**src/rtl/timer_dev_pkg.sv**
```systemverilog
// rtl/timer_dev_pkg.sv - shared register map, CTRL fields, MODE codes and FSM states
// Purpose: constants and types shared by timer_dev and its bench.
// Ports: none (package).
package timer_dev_pkg;

  // Register word offsets (processor address bits [3:2])
  localparam logic [1:0] ADDR_CTRL   = 2'b00;
  localparam logic [1:0] ADDR_PRESET = 2'b01;
  localparam logic [1:0] ADDR_COUNT  = 2'b10;
  localparam logic [1:0] ADDR_RSVD   = 2'b11;

  // CTRL bit positions
  localparam int CTRL_EN      = 0;
  localparam int CTRL_MODE_LO = 1;
  localparam int CTRL_MODE_HI = 2;
  localparam int CTRL_IM      = 3;
  localparam int CTRL_W       = 4;

  // MODE encodings
  localparam logic [1:0] MODE_ONESHOT = 2'b00;
  localparam logic [1:0] MODE_AUTO    = 2'b01;

  typedef enum logic [1:0] {
    ST_IDLE = 2'b00,
    ST_LOAD = 2'b01,
    ST_CNT  = 2'b10,
    ST_INT  = 2'b11
  } state_t;

  // Only 01 selects auto-reload; every other code behaves as one-shot.
  function automatic logic [1:0] eff_mode(input logic [1:0] mode);
    return (mode == MODE_AUTO) ? MODE_AUTO : MODE_ONESHOT;
  endfunction

endpackage

```
**src/rtl/timer_wmerge.sv**
```systemverilog
// rtl/timer_wmerge.sv - combinational byte-enable write merge
// Purpose: new = old with each byte lane i replaced by din lane i when be[i]=1.
// Ports: i_old (current value), i_din (write data), i_be (byte enables),
//        o_new (merged value).
module timer_wmerge (
  input  logic [31:0] i_old,
  input  logic [31:0] i_din,
  input  logic [3:0]  i_be,
  output logic [31:0] o_new
);

  always_comb begin
    o_new = i_old;
    for (int i = 0; i < 4; i++) begin
      if (i_be[i]) begin
        o_new[8*i +: 8] = i_din[8*i +: 8];
      end
    end
  end

endmodule

```
**src/rtl/timer_dev.sv**
```systemverilog
// rtl/timer_dev.sv - bus-mapped down-counting timer with one-shot/auto-reload IRQ
// Purpose: CTRL/PRESET/COUNT register block driving a 4-state count FSM.
// Ports: clk (clock), rst (sync active-low reset), sel/addr/wen/be/din (write
//        port), dout (combinational read data), irq (IM AND pend).
module timer_dev #(
  parameter int CNT_W = 32
) (
  input  logic        clk,
  input  logic        rst,
  input  logic        sel,
  input  logic [1:0]  addr,
  input  logic        wen,
  input  logic [3:0]  be,
  input  logic [31:0] din,
  output logic [31:0] dout,
  output logic        irq
);

  import timer_dev_pkg::*;

  logic [CTRL_W-1:0] r_ctrl;
  logic [CNT_W-1:0]  r_preset;
  logic [CNT_W-1:0]  r_count;
  logic              r_pend;
  state_t            r_state;

  logic        w_wr_ctrl;
  logic        w_wr_preset;
  logic        w_auto;
  logic [31:0] w_ctrl_new;
  logic [31:0] w_preset_new;
  logic        w_unused_merge;

  assign w_wr_ctrl   = sel && wen && (addr == ADDR_CTRL);
  assign w_wr_preset = sel && wen && (addr == ADDR_PRESET);
  assign w_auto      = (eff_mode(r_ctrl[CTRL_MODE_HI:CTRL_MODE_LO]) == MODE_AUTO);

  timer_wmerge u_ctrl_merge (
    .i_old (32'(r_ctrl)),
    .i_din (din),
    .i_be  (be),
    .o_new (w_ctrl_new)
  );

  timer_wmerge u_preset_merge (
    .i_old (32'(r_preset)),
    .i_din (din),
    .i_be  (be),
    .o_new (w_preset_new)
  );

  // Merge outputs are 32 bits wide; only the low register-width bits are stored.
  assign w_unused_merge = &{1'b0, w_ctrl_new, w_preset_new};

  always_ff @(posedge clk) begin
    if (!rst) begin
      r_ctrl   <= '0;
      r_preset <= '0;
      r_count  <= '0;
      r_pend   <= 1'b0;
      r_state  <= ST_IDLE;
    end else begin
      if (w_wr_ctrl) begin
        r_ctrl <= w_ctrl_new[CTRL_W-1:0];
        r_pend <= 1'b0;
      end
      if (w_wr_preset) begin
        r_preset <= w_preset_new[CNT_W-1:0];
      end

      // FSM assignments come after the bus write so that INT entry (pend set)
      // and the one-shot EN clear take precedence on a coincident edge.
      case (r_state)
        ST_IDLE: begin
          if (r_ctrl[CTRL_EN]) begin
            r_state <= ST_LOAD;
          end
        end
        ST_LOAD: begin
          r_count <= r_preset;
          r_state <= ST_CNT;
        end
        ST_CNT: begin
          if (!r_ctrl[CTRL_EN]) begin
            r_state <= ST_IDLE;
          end else if (r_count == '0) begin
            r_state <= ST_INT;
            r_pend  <= 1'b1;
          end else begin
            r_count <= r_count - CNT_W'(1);
          end
        end
        ST_INT: begin
          if (w_auto) begin
            r_state <= ST_LOAD;
            r_pend  <= 1'b0;
          end else begin
            r_ctrl[CTRL_EN] <= 1'b0;
            r_state         <= ST_IDLE;
          end
        end
        default: r_state <= ST_IDLE;
      endcase
    end
  end

  always_comb begin
    dout = '0;
    case (addr)
      ADDR_CTRL:   dout = 32'(r_ctrl);
      ADDR_PRESET: dout = 32'(r_preset);
      ADDR_COUNT:  dout = 32'(r_count);
      ADDR_RSVD:   dout = '0;
      default:     dout = '0;
    endcase
  end

  assign irq = r_ctrl[CTRL_IM] & r_pend;

endmodule
```
**config.mk**
```make
export PLATFORM = sky130hd
export DESIGN_NAME = timer_dev
export DESIGN_NICKNAME = d
export VERILOG_FILES = /design/src/rtl/timer_dev_pkg.sv /design/src/rtl/timer_wmerge.sv /design/src/rtl/timer_dev.sv
export SDC_FILE = /design/constraint.sdc
export NUM_CORES = 1
export LEC_CHECK = 0
export ABC_CLOCK_PERIOD_IN_PS = 2600
export CAP_MARGIN = 40
export CORE_MARGIN = 2
export CORE_UTILIZATION = 44
export CTS_BUF_LIST = sky130_fd_sc_hd__clkbuf_4 sky130_fd_sc_hd__clkbuf_8
export DETAILED_ROUTE_END_ITERATION = 8
export PLACE_DENSITY = 0.69
export SKIP_CTS_REPAIR_TIMING = 1
export SYNTH_ARGS = -nofsm -noshare
export SYNTH_HDL_FRONTEND = slang
export SYNTH_SLANG_ARGS = --single-unit
export TNS_END_PERCENT = 20
```
**constraint.sdc**
```tcl
create_clock -name clk -period 2.6 [get_ports clk]
set_clock_uncertainty 0.2 [all_clocks]
set_input_delay 0.26 -clock clk [delete_from_list [all_inputs] [get_ports clk]]
set_output_delay 0.26 -clock clk [all_outputs]
set_load 0.1 [all_outputs]
```
==> results by group <==
Critical path
  • Worst EP required: 2.66 ns
  • CP Capture Type: register
  • Crit-path max FO: 6
  • Reg2Reg Depth: 6
  • WP buf/inv: 1
  • Critical path launch point type: register
  • CP max-delay cell: or4_1
  • Kind of critical path: register to register
  • CP Depth: 6
  • Arr. time, crit path: 2.62 ns
  • Crit-path cells: or3_1 -> or4_1 -> nor4_2 -> buf_4 -> a31oi_1 -> o32ai_1
  • Slowest stage delay, CP: 0.53 ns
  • CP delay by family, top: simple AND/OR/NAND/NOR gates

STA
  • Final slew viol count: 0
  • Min Tclk post-route: 2.56 ns
  • Slew @ Worst Pin: 0.664 ns
  • Final Hold Viols: 0
  • Final number of setup-violating endpoints: 0
  • Max Freq: 390 MHz
  • Part of the cycle the worst path needs: 0.985
  • Worst slew margin: 0.557

Logic synthesis
  • Distinct cells, synth: 48
  • Mean area per synthesized cell: 7.51 um^2
  • Synth Register Bits: 71
  • Number of synthesized flops with an enable pin: 0
  • Post-Syn Area: 4130 um^2
  • Ys flop type: dfxtp_1
  • Mapped Cells: 550
  • Seq/Total Area, Yosys: 0.344
  • Cell with the most instances after synthesis: nand2_1
  • Post-synth top area share: 0.344
  • Synth warn: 0
  • Share of flip-flops with an asynchronous set or reset: 0
  • Largest cells by area after synthesis: dfxtp_1, nand2_1, a21oi_1, nand3_1, a22o_1
  • Yosys top cell by area: dfxtp_1
  • Post-synth net total: 593
  • Commonest cells in the netlist: nand2_1, dfxtp_1, a21oi_1

Routing
  • Iter 0 DRT Violations: 329
  • Remaining antenna violation count after routing: 0
  • Pre-antenna DRT Iters: 5
  • Drt wl/cell: 18.7 um
  • Routed vias: 4692
  • Vias/cell: 6.27
  • Post-Route WL: 14.0 mm
  • DR DRC count: 0

Die
  • Initial Util: 0.451
  • Die area: 10200 um^2
  • Chip Width: 101 um
  • Core ar.: 9150 um^2
  • Num ports: 75
  • Die Height: 101 um
  • Core Rows: 35

Power and ir drop
  • P_leak: 2.13 nW
  • Pwr dens: 416 nW/um^2
  • Flop pwr share: 0.461
  • Psw: 0.689 mW
  • Int Power: 1.71 mW
  • Clk pwr share: 0.390
  • Sw Share: 0.287
  • IR drop worst, VDD: 344 uV
  • Comb power frac: 0.149

Place
  • Port bufs: 74
  • Detail Placement HPWL: 9.77 mm
  • Routability-driven placement congestion ratio: 0.970
  • Placed cell count: 730

Cells and area
  • Final Non-Filler Cells: 748
  • Share of layout cells above drive strength 1: 0.193
  • Core Util, Final: 0.631
  • Synth-to-Final Area Change: 39.9%
  • Nets@finish: 675
  • ANT cells: 0

GRT
  • Vias in the first global route: 4484
  • GRT Overall Usage: 0.284
  • Total grt overflow: 0
  • Global-route wire length before repair: 22.7 mm
  • Largest net degree at the start of global routing: 62
  • Initial antenna violation count: 0

Clocking
  • Clk buf depth: 2
  • CTS root buf: clkbuf_8
  • CTS clock-pin slew for the worst setup and hold paths: 0.09 ns
  • CTS buffer count: 9
  • Clock Sinks: 71
  • CTS tree: done
  • # H-tree levels: 3
  • Clk_lat worst skew: 0.37 ns

Worst hold path
  • Min-Delay Path Class: primary input to register
  • WHS Path Cells: 3

Run status
  • Status: finished, final reports clean

Flow run
  • Max_cap viols: 0
through the flow:
stage / hold slack (ns) / setup TNS [ns] / total power [mW] / area [um^2] / setup WS [ns]
6_report: 0.239 / 0 / 2.40 / 5780 / 0.0392
5_1_grt: 0.258 / -0.0191 / 2.48 / 5780 / -0.0142
4_1_cts: 0.241 / 0 / 2.39 / 5730 / 0.0415
3_5_place_dp: 0.265 / 0 / 1.47 / 5530 / 0.0672
3_3_place_gp: 0.265 / 0 / 1.47 / 5530 / 0.0999
2_1_floorplan: 0.204 / -1.89 / 1.31 / 4130 / -0.629
registers in the layout, summed over array words and instances, names as in the netlist:
name	flops
r_state	2
r_pend	1
r_count	32
r_ctrl	4
r_preset	32
power groups by stage:
stage               clock [mW]  sequential (mW)  combinational [mW]
floorplan                    0             1.13               0.178
global placement             0             1.13               0.338
detailed placement           0             1.13               0.340
CTS                      0.943             1.11               0.342
global route             0.987             1.11               0.383
finish                   0.938             1.11               0.357
final timing paths:
path / startpoint / endpoint / slack, ns
worst max-delay path: r_count[14]$_SDFFE_PN0P_ / r_count[28]$_SDFFE_PN0P_ / 0.04
worst min-delay path: din[8] / r_preset[8]$_SDFFE_PN0P_ / 0.24
worst min register to register: r_pend$_SDFF_PN0_ / r_pend$_SDFF_PN0_ / 0.27
worst max register to register: r_count[14]$_SDFFE_PN0P_ / r_count[28]$_SDFFE_PN0P_ / 0.04
layout by cell type, fill, tap and decap left out, drive strengths merged, types with 2 or more instances in the layout:
cell,n
and4,3
a21oi,53
a211oi,6
nor2b,6
buf,82
or4,8
a22o,28
a22oi,4
inv,6
nand4,6
clkdlybuf4s50,41
clkbuf,10
o32ai,12
o31a,3
or3,9
nor4,11
nand2b,2
a32oi,2
mux2i,8
dfxtp,71
o21ai,17
o22ai,2
nor3,14
nor2,24
a31o,7
a31oi,12
and3,2
o211a,2
or2,4
o41ai,4
nand3,50
nand2,92
and2,2
o31ai,22
clkinv,3
kinds of logic after synthesis:
family,synth area share
AND/OR/NAND/NOR,0.285
AO/OA/AOI/OAI,0.295
flip-flops,0.344
buffers and inverters,0.0536
multiplexers,0.0194
adder cells (fa/ha/maj),0.00303
area by class of cell:
cell class,count,area (um^2)
clock buffer,10,131
tap,111,139
clock inverter,6,68.8
fill,805,3380
inverter,5,18.8
multi-input combinational,422,2520
timing repair buffer,123,1480
sequential,71,1420
tightest hold or removal path, stage by stage:
cell	delay, ns
clkdlybuf4s50_1	0.40
nand3_1	0.06
a21oi_1	0.05
routing by layer:
metal | up-vias | GRT usage | part of all wire
met2 | 188 | 0.434 | 0.46
met1 | 2254 | 0.401 | 0.45
met5 | - | 0 | 0
li1 | 2232 | - | -
met3 | 18 | 0.0492 | 0.079
met4 | 0 | 0.101 | 0.013
Note: power is estimated with default switching activity, not from simulation.
